===== src/rtl/mc_pkg.sv =====
// Shared types and encodings for the multi-cycle MIPS controller.
// MULTICYCLE_TRAP_EN adds the TRAP state and the trap-vector PC source.
package mc_pkg;

  localparam int unsigned OPC_W   = 6;
  localparam int unsigned FUNCT_W = 6;
  localparam int unsigned ALU_W   = 3;
  localparam int unsigned STATE_W = 4;

  typedef enum logic [STATE_W-1:0] {
    S_FETCH, S_DECODE, S_MEMADR, S_MEMRD, S_MEMWB, S_MEMWR, S_RTEXEC, S_RTWB,
    S_BEQ, S_BNE, S_IMMEXEC, S_IMMWB, S_JUMP, S_JAL, S_JR
`ifdef MULTICYCLE_TRAP_EN
    , S_TRAP
`endif
  } mc_state_t;

  localparam logic [OPC_W-1:0] OP_RTYPE = 6'h00;
  localparam logic [OPC_W-1:0] OP_J     = 6'h02;
  localparam logic [OPC_W-1:0] OP_JAL   = 6'h03;
  localparam logic [OPC_W-1:0] OP_BEQ   = 6'h04;
  localparam logic [OPC_W-1:0] OP_BNE   = 6'h05;
  localparam logic [OPC_W-1:0] OP_ADDI  = 6'h08;
  localparam logic [OPC_W-1:0] OP_SLTI  = 6'h0A;
  localparam logic [OPC_W-1:0] OP_ANDI  = 6'h0C;
  localparam logic [OPC_W-1:0] OP_ORI   = 6'h0D;
  localparam logic [OPC_W-1:0] OP_LW    = 6'h23;
  localparam logic [OPC_W-1:0] OP_SW    = 6'h2B;

  localparam logic [FUNCT_W-1:0] F_JR  = 6'h08;
  localparam logic [FUNCT_W-1:0] F_ADD = 6'h20;
  localparam logic [FUNCT_W-1:0] F_SUB = 6'h22;
  localparam logic [FUNCT_W-1:0] F_AND = 6'h24;
  localparam logic [FUNCT_W-1:0] F_OR  = 6'h25;
  localparam logic [FUNCT_W-1:0] F_SLT = 6'h2A;

  localparam logic [ALU_W-1:0] ALU_AND = 3'b000;
  localparam logic [ALU_W-1:0] ALU_OR  = 3'b001;
  localparam logic [ALU_W-1:0] ALU_ADD = 3'b010;
  localparam logic [ALU_W-1:0] ALU_SUB = 3'b110;
  localparam logic [ALU_W-1:0] ALU_SLT = 3'b111;

  localparam logic [1:0] ALUOP_ADD   = 2'b00;
  localparam logic [1:0] ALUOP_SUB   = 2'b01;
  localparam logic [1:0] ALUOP_FUNCT = 2'b10;

  localparam logic [2:0] PC_ALU    = 3'b000;
  localparam logic [2:0] PC_ALUOUT = 3'b001;
  localparam logic [2:0] PC_JUMP   = 3'b010;
  localparam logic [2:0] PC_REG    = 3'b011;
`ifdef MULTICYCLE_TRAP_EN
  localparam logic [2:0] PC_TRAP   = 3'b100;
`endif

  localparam logic [1:0] REGDST_RT = 2'b00;
  localparam logic [1:0] REGDST_RD = 2'b01;
  localparam logic [1:0] REGDST_RA = 2'b10;

  localparam logic [1:0] MEMTOREG_ALU = 2'b00;
  localparam logic [1:0] MEMTOREG_MDR = 2'b01;
  localparam logic [1:0] MEMTOREG_PC  = 2'b10;

endpackage


===== src/rtl/multicycle_ctrl_if.sv =====
// Controller <-> instruction register / datapath / memory signal bundle.
interface multicycle_ctrl_if #(parameter int unsigned ALUCTL_W = 3);

  logic [5:0]          opcode;
  logic [5:0]          funct;
  logic                zero;
  logic                memready;
  logic                memreq;
  logic                memwrite;
  logic                iord;
  logic                irwrite;
  logic                regwrite;
  logic [1:0]          regdst;
  logic [1:0]          memtoreg;
  logic                alusrca;
  logic [1:0]          alusrcb;
  logic                immext;
  logic [2:0]          pcsrc;
  logic                pcen;
  logic [ALUCTL_W-1:0] alucontrol;
  logic                illegal;

  modport master (
    input  opcode, funct, zero, memready,
    output memreq, memwrite, iord, irwrite, regwrite, regdst, memtoreg,
           alusrca, alusrcb, immext, pcsrc, pcen, alucontrol, illegal
  );

  modport slave (
    output opcode, funct, zero, memready,
    input  memreq, memwrite, iord, irwrite, regwrite, regdst, memtoreg,
           alusrca, alusrcb, immext, pcsrc, pcen, alucontrol, illegal
  );

endinterface


===== src/rtl/mc_aludec.sv =====
// ALU decoder: maps aluop and funct to an ALU code, zero-extended to ALUCTL_W.
module mc_aludec
  import mc_pkg::*;
#(
  parameter int unsigned ALUCTL_W = 3
) (
  input  logic [FUNCT_W-1:0]  funct,
  input  logic [1:0]          aluop,
  output logic [ALUCTL_W-1:0] alucontrol_c
);

  logic [ALU_W-1:0] code;

  always_comb begin
    code = ALU_ADD;
    case (aluop)
      ALUOP_SUB: code = ALU_SUB;
      ALUOP_FUNCT: begin
        // Unrecognised funct falls back to add rather than trapping.
        case (funct)
          F_SUB:   code = ALU_SUB;
          F_AND:   code = ALU_AND;
          F_OR:    code = ALU_OR;
          F_SLT:   code = ALU_SLT;
          default: code = ALU_ADD;
        endcase
      end
      default: code = ALU_ADD;
    endcase
  end

  assign alucontrol_c = ALUCTL_W'(code);

endmodule


===== src/rtl/multicycle_ctrl.sv =====
// Multi-cycle MIPS control FSM with memory-ready handshake and ALU decoder.
// Define MULTICYCLE_TRAP_EN to trap illegal opcodes (gated by TRAP_OPC_CHECK).
module multicycle_ctrl
  import mc_pkg::*;
#(
  parameter int unsigned ALUCTL_W       = 3,
  parameter bit          TRAP_OPC_CHECK = 1'b1
) (
  input logic               clk,
  input logic               reset,
  multicycle_ctrl_if.master bus
);

  mc_state_t          state, state_n;
  logic [1:0]         aluop;
  logic [FUNCT_W-1:0] alufunct;
  logic               memreq_c, memwrite_c, iord_c, irwrite_c, regwrite_c;
  logic [1:0]         regdst_c, memtoreg_c, alusrcb_c;
  logic               alusrca_c, immext_c, pcen_c, illegal_c;
  logic [2:0]         pcsrc_c;

  always_ff @(posedge clk) begin
    if (reset) state <= S_FETCH;
    else       state <= state_n;
  end

  always_comb begin
    state_n    = state;
    memreq_c   = 1'b0;
    memwrite_c = 1'b0;
    iord_c     = 1'b0;
    irwrite_c  = 1'b0;
    regwrite_c = 1'b0;
    regdst_c   = REGDST_RT;
    memtoreg_c = MEMTOREG_ALU;
    alusrca_c  = 1'b0;
    alusrcb_c  = 2'b00;
    immext_c   = 1'b0;
    pcsrc_c    = PC_ALU;
    pcen_c     = 1'b0;
    illegal_c  = 1'b0;
    aluop      = ALUOP_ADD;
    alufunct   = bus.funct;
    case (state)
      S_FETCH: begin
        memreq_c  = 1'b1;
        alusrcb_c = 2'b01;
        if (bus.memready) begin
          irwrite_c = 1'b1;
          pcen_c    = 1'b1;
          state_n   = S_DECODE;
        end
      end
      S_DECODE: begin
        alusrcb_c = 2'b11;
        case (bus.opcode)
          OP_LW, OP_SW: state_n = S_MEMADR;
          OP_RTYPE:     state_n = (bus.funct == F_JR) ? S_JR : S_RTEXEC;
          OP_BEQ:       state_n = S_BEQ;
          OP_BNE:       state_n = S_BNE;
          OP_ADDI, OP_ANDI, OP_ORI, OP_SLTI: state_n = S_IMMEXEC;
          OP_J:         state_n = S_JUMP;
          OP_JAL:       state_n = S_JAL;
`ifdef MULTICYCLE_TRAP_EN
          default:      state_n = TRAP_OPC_CHECK ? S_TRAP : S_FETCH;
`else
          default:      state_n = S_FETCH;
`endif
        endcase
      end
      S_MEMADR: begin
        alusrca_c = 1'b1;
        alusrcb_c = 2'b10;
        state_n   = (bus.opcode == OP_SW) ? S_MEMWR : S_MEMRD;
      end
      S_MEMRD: begin
        memreq_c = 1'b1;
        iord_c   = 1'b1;
        if (bus.memready) state_n = S_MEMWB;
      end
      S_MEMWB: begin
        memtoreg_c = MEMTOREG_MDR;
        regwrite_c = 1'b1;
        state_n    = S_FETCH;
      end
      S_MEMWR: begin
        memreq_c   = 1'b1;
        memwrite_c = 1'b1;
        iord_c     = 1'b1;
        if (bus.memready) state_n = S_FETCH;
      end
      S_RTEXEC: begin
        alusrca_c = 1'b1;
        aluop     = ALUOP_FUNCT;
        state_n   = S_RTWB;
      end
      S_RTWB: begin
        regdst_c   = REGDST_RD;
        regwrite_c = 1'b1;
        state_n    = S_FETCH;
      end
      S_BEQ, S_BNE: begin
        alusrca_c = 1'b1;
        aluop     = ALUOP_SUB;
        pcsrc_c   = PC_ALUOUT;
        pcen_c    = (state == S_BEQ) ? bus.zero : !bus.zero;
        state_n   = S_FETCH;
      end
      S_IMMEXEC: begin
        // Immediate ops reuse the funct path of the ALU decoder.
        alusrca_c = 1'b1;
        alusrcb_c = 2'b10;
        aluop     = ALUOP_FUNCT;
        case (bus.opcode)
          OP_SLTI: alufunct = F_SLT;
          OP_ANDI: begin alufunct = F_AND; immext_c = 1'b1; end
          OP_ORI:  begin alufunct = F_OR;  immext_c = 1'b1; end
          default: alufunct = F_ADD;
        endcase
        state_n = S_IMMWB;
      end
      S_IMMWB: begin
        regwrite_c = 1'b1;
        state_n    = S_FETCH;
      end
      S_JUMP: begin
        pcsrc_c = PC_JUMP;
        pcen_c  = 1'b1;
        state_n = S_FETCH;
      end
      S_JAL: begin
        regdst_c   = REGDST_RA;
        memtoreg_c = MEMTOREG_PC;
        regwrite_c = 1'b1;
        pcsrc_c    = PC_JUMP;
        pcen_c     = 1'b1;
        state_n    = S_FETCH;
      end
      S_JR: begin
        pcsrc_c = PC_REG;
        pcen_c  = 1'b1;
        state_n = S_FETCH;
      end
`ifdef MULTICYCLE_TRAP_EN
      S_TRAP: begin
        illegal_c = 1'b1;
        pcsrc_c   = PC_TRAP;
        pcen_c    = 1'b1;
        state_n   = S_FETCH;
      end
`endif
      default: state_n = S_FETCH;
    endcase
    // Reset suppresses every side effect, including an in-flight store.
    if (reset) begin
      memreq_c   = 1'b0;
      memwrite_c = 1'b0;
      irwrite_c  = 1'b0;
      regwrite_c = 1'b0;
      pcen_c     = 1'b0;
      illegal_c  = 1'b0;
    end
  end

`ifndef MULTICYCLE_TRAP_EN
  logic unused_trap_cfg;
  assign unused_trap_cfg = TRAP_OPC_CHECK;
`endif

  mc_aludec #(.ALUCTL_W(ALUCTL_W)) u_aludec (
    .funct        (alufunct),
    .aluop        (aluop),
    .alucontrol_c (bus.alucontrol)
  );

  assign bus.memreq   = memreq_c;
  assign bus.memwrite = memwrite_c;
  assign bus.iord     = iord_c;
  assign bus.irwrite  = irwrite_c;
  assign bus.regwrite = regwrite_c;
  assign bus.regdst   = regdst_c;
  assign bus.memtoreg = memtoreg_c;
  assign bus.alusrca  = alusrca_c;
  assign bus.alusrcb  = alusrcb_c;
  assign bus.immext   = immext_c;
  assign bus.pcsrc    = pcsrc_c;
  assign bus.pcen     = pcen_c;
  assign bus.illegal  = illegal_c;

endmodule


===== src/flat_wrapper.sv =====
// flat-port wrapper written by rule: the top's interface ports become plain ports
module multicycle_ctrl_flat import mc_pkg::*;
#(
  parameter int unsigned ALUCTL_W       = 3,
  parameter bit          TRAP_OPC_CHECK = 1'b1
)
  (clk, reset, bus_opcode, bus_funct, bus_zero, bus_memready, bus_memreq, bus_memwrite, bus_iord, bus_irwrite, bus_regwrite, bus_regdst, bus_memtoreg, bus_alusrca, bus_alusrcb, bus_immext, bus_pcsrc, bus_pcen, bus_alucontrol, bus_illegal);
  multicycle_ctrl_if #(.ALUCTL_W(ALUCTL_W)) bus_i ();
  input logic clk;
  input logic reset;
  input wire logic [$bits(bus_i.opcode)-1:0] bus_opcode;
  input wire logic [$bits(bus_i.funct)-1:0] bus_funct;
  input wire logic [$bits(bus_i.zero)-1:0] bus_zero;
  input wire logic [$bits(bus_i.memready)-1:0] bus_memready;
  output wire logic [$bits(bus_i.memreq)-1:0] bus_memreq;
  output wire logic [$bits(bus_i.memwrite)-1:0] bus_memwrite;
  output wire logic [$bits(bus_i.iord)-1:0] bus_iord;
  output wire logic [$bits(bus_i.irwrite)-1:0] bus_irwrite;
  output wire logic [$bits(bus_i.regwrite)-1:0] bus_regwrite;
  output wire logic [$bits(bus_i.regdst)-1:0] bus_regdst;
  output wire logic [$bits(bus_i.memtoreg)-1:0] bus_memtoreg;
  output wire logic [$bits(bus_i.alusrca)-1:0] bus_alusrca;
  output wire logic [$bits(bus_i.alusrcb)-1:0] bus_alusrcb;
  output wire logic [$bits(bus_i.immext)-1:0] bus_immext;
  output wire logic [$bits(bus_i.pcsrc)-1:0] bus_pcsrc;
  output wire logic [$bits(bus_i.pcen)-1:0] bus_pcen;
  output wire logic [$bits(bus_i.alucontrol)-1:0] bus_alucontrol;
  output wire logic [$bits(bus_i.illegal)-1:0] bus_illegal;
  assign bus_i.opcode = bus_opcode;
  assign bus_i.funct = bus_funct;
  assign bus_i.zero = bus_zero;
  assign bus_i.memready = bus_memready;
  assign bus_memreq = bus_i.memreq;
  assign bus_memwrite = bus_i.memwrite;
  assign bus_iord = bus_i.iord;
  assign bus_irwrite = bus_i.irwrite;
  assign bus_regwrite = bus_i.regwrite;
  assign bus_regdst = bus_i.regdst;
  assign bus_memtoreg = bus_i.memtoreg;
  assign bus_alusrca = bus_i.alusrca;
  assign bus_alusrcb = bus_i.alusrcb;
  assign bus_immext = bus_i.immext;
  assign bus_pcsrc = bus_i.pcsrc;
  assign bus_pcen = bus_i.pcen;
  assign bus_alucontrol = bus_i.alucontrol;
  assign bus_illegal = bus_i.illegal;
  multicycle_ctrl #(.ALUCTL_W(ALUCTL_W), .TRAP_OPC_CHECK(TRAP_OPC_CHECK)) u_core (.clk(clk), .reset(reset), .bus(bus_i));
endmodule

===== config.mk =====
export PLATFORM = sky130hd
export DESIGN_NAME = multicycle_ctrl_flat
export DESIGN_NICKNAME = d
export VERILOG_FILES = /design/src/rtl/mc_pkg.sv /design/src/rtl/multicycle_ctrl_if.sv /design/src/rtl/mc_aludec.sv /design/src/rtl/multicycle_ctrl.sv /design/src/flat_wrapper.sv
export SDC_FILE = /design/constraint.sdc
export NUM_CORES = 1
export LEC_CHECK = 0
export CAP_MARGIN = 25
export CORE_MARGIN = 10
export CORE_UTILIZATION = 38
export DETAILED_ROUTE_END_ITERATION = 16
export PLACE_DENSITY = 0.86
export SLEW_MARGIN = 20
export SYNTH_ARGS = -nofsm -noshare
export SYNTH_HDL_FRONTEND = slang
export SYNTH_HIERARCHICAL = 1
export SYNTH_SLANG_ARGS = --single-unit
export TNS_END_PERCENT = 50

===== constraint.sdc =====
create_clock -name clk -period 2.7 [get_ports clk]
set_input_delay 0.54 -clock clk [delete_from_list [all_inputs] [get_ports clk]]
set_output_delay 0.54 -clock clk [all_outputs]
set_load 0.05 [all_outputs]

==> out/qor.csv <==
metric;value;unit
power_density;202;nW/um2
netlist_top_cells_area;dfxtp_1 (9.3%), a21oi_1 (7.5%), nor2_1 (6.5%), nand2_1 (6.1%), nor3_1 (5.8%);
finalCritPeriodShare;1.15;
initial_core_util;0.395;
final.setup.worst_slack;-0.418;ns
die-area;4580;um2
tightest_slew;0.856;ns
worstHoldPathType;flip-flop to flip-flop;
yosysSeqAreaShare;0.0926;
r2r-end;u_core/state[3]$_SDFFE_PP0P_;
rows;17;
ios;37;
post-route-min-period;3.12;ns
hold_start;u_core/state[1]$_SDFFE_PP0P_;
cts_buffer_depth;2;
wl;3280;um
crit_path_end_kind;output port;
synth_top_cell_by_area;dfxtp_1;
area.growth.synth_to_final;71.8;%
worstRegToRegCells;4;
cp.required;2.16;ns
cts_buffers;3;
dr.pass1.iters;4;
reg_top3;u_core/state (4);
top_register;u_core/state;
grt_max_degree;21;
yosysTopAreaCellShare;0.0926;
slew_headroom;0.415;
core_area;2190;um2
skew;0.00299;ns
ir_drop;0.000144;V
power.total;0.300;mW
ant_nets;0;
clkLatencyLatePin;0.23;ns
drt_iter0_markers;43;
cts_num_sinks;4;
port_buffers;34;
timing.rr.start;u_core/state[3]$_SDFFE_PP0P_;
synth_edf_count;0;
max_stage_delay;0.53;ns
setup_viol;3;
regArea;80.1;um2
cts_tree;yes;
pre_cts_ws;-0.737;ns
chipWidth;67.7;um
synthCells;134;
r2r_slack;0.95;ns
grt_antenna_before_repair;0;
largest_register_ffs;4;
min_to;u_core/state[2]$_SDFFE_PP0P_;
grt-ovfl-total;0;
hold_viol_final;0;
cp-start-kind;input port;
via_count;1158;
hold_depth;3;
utilization;0.678;
htreeDepth;1;
ys.flop_type;dfxtp_1;
syn_area;865;um2
grt.total_usage;0.146;
multi_input_area;756;um2
yosysWarnings;6;
crit_slowest_cell;or4_4;
synth_cell_type_count;45;
route.detailed.drc;0;
avgRoutedWirePerCell;15.8;um
avgSynthCellArea;6.45;um2
gp_congestion;0.934;
nFillCells;172;
hold_buffers;0;
arrival;2.58;ns
first_global_vias;1145;
crit_chain;buf_6, nand2b_4, or4_4, or4b_4, nand2_2, or3b_4, o22ai_4, buf_12;
clock.fmax;0.321;GHz
clkSlewWorstSetupHoldPaths;0.04;ns
drive_gt1_frac;0.322;
ys_async_sr_fraction;0;
run_status;complete, but fails checks;
p_leak;0.591;nW
antenna_cells;0;
grt_pass1_wl;5420;um
worst-setup-path-type;input port to output port;
slew_viol_final;0;
ys_seq_elements;4;
violations;setup timing;
die_h;67.7;um
cts-root-buf;clkbuf_4;
viasPerCell;5.57;
rsz0062_at_grt;yes;
dp_hpwl;2550;um
layout.nets;200;
worstPathMaxFanout;2;
cap_violations;0;
## cell families after synthesis
| family | count (synthesis) | share of synthesized area |
|---|---|---|
| simple gates | 70 | 0.475 |
| compound gates | 35 | 0.259 |
| buf+inv | 18 | 0.0984 |
| flops | 4 | 0.0926 |
| xor+xnor | 3 | 0.0304 |
| fa+ha+maj | 2 | 0.0289 |
| other cells | 1 | 0.00434 |
| mux | 1 | 0.0116 |
## per-stage QoR
| stage | cells | hold slack [ns] | TNS, ns | cell area (um2) |
|---|---|---|---|---|
| floorplan | 135 | 0.642 | -0.882 | 908 |
| global placement | 203 | 0.753 | -1.73 | 1440 |
| detailed placement | 203 | 0.765 | -2.06 | 1440 |
| CTS | 208 | 0.772 | -1.04 | 1490 |
| global route | 208 | 0.808 | -1.22 | 1490 |
| finish | 208 | 0.766 | -1.05 | 1490 |
## worst max path at each step
| stage | slack [ns] | depth (start not counted) | to | start |
|---|---|---|---|---|
| after floorplan | -0.37 | 6 | bus_alucontrol[0] | bus_opcode[4] |
| after global placement | -0.65 | 8 | bus_alucontrol[2] | bus_opcode[4] |
| after detailed placement | -0.74 | 8 | bus_alucontrol[2] | bus_opcode[4] |
| after CTS | -0.44 | 8 | bus_alucontrol[2] | bus_opcode[4] |
| after global routing | -0.48 | 8 | bus_alucontrol[2] | bus_opcode[4] |
| final | -0.42 | 8 | bus_alucontrol[2] | bus_opcode[4] |
## power by group
group | switching, mW | internal (mW) | total [mW]
Clock | 0.0203 | 0.0494 | 0.0697
Sequential | 0.000917 | 0.0612 | 0.0621
Combinational | 0.0884 | 0.0798 | 0.168
## cell usage after synthesis, types with 3 or more instances
cell type and n:
dfxtp_1 4, inv_1 5, clkbuf_1 6, o21ai_0 5
nand2b_1 7, nor3_1 10, xnor2_1 3, nor2b_1 6
o21a_1 3, nand2_1 14, nor2_1 15, a21oi_1 13
## final cells by class
type,count,share of cell area
sequential,4,0.0539
clock buffer,3,0.0152
tap,28,0.0236
multi-input combinational,113,0.509
timing repair buffer,55,0.386
inverter,5,0.0126
## routing by layer
layer / global-route usage / routed length (um) / vias up
met1: 0.179 / 1370 / 531
li1: - / - / 573
met5: 0 / 0 / -
met4: 0.0308 / 11 / 0
met3: 0.0314 / 256 / 2
met2: 0.254 / 1650 / 52
## timing repair
action                     CTS  global route
resized for setup           13             0
setup buffers                2             0
setup endpoints to repair    4             3
cloned                       0             0
pin swaps                    5             1
## critical path: cells and delay by family
kind,cells,cell delay (ns)
buffers and inverters,2,0.25
AND/OR/NAND/NOR,5,1.65
AO/OA/AOI/OAI,1,0.13
## cell usage in the layout (no fill, tap or decap), drive strengths merged, types with 2 or more instances in the layout
| cell type | netlist | final |
|---|---|---|
| nand2b | 8 | 8 |
| nand4bb | 3 | 3 |
| nor3b | 2 | 2 |
| a21oi | 13 | 13 |
| dfxtp | 4 | 4 |
| nand2 | 14 | 14 |
| conb | 1 | 2 |
| or2 | 2 | 2 |
| o21ai | 5 | 5 |
| nor2 | 15 | 15 |
| buf | 7 | 41 |
| nor2b | 6 | 6 |
| a31oi | 2 | 2 |
| clkdlybuf4s50 | 0 | 13 |
| o311ai | 2 | 2 |
| ha | 2 | 2 |
| inv | 5 | 5 |
| clkbuf | 6 | 3 |
| o21a | 3 | 3 |
| xnor2 | 3 | 3 |
| nor4 | 2 | 2 |
| nor3 | 10 | 10 |
Note: power is estimated with default switching activity, not from simulation.
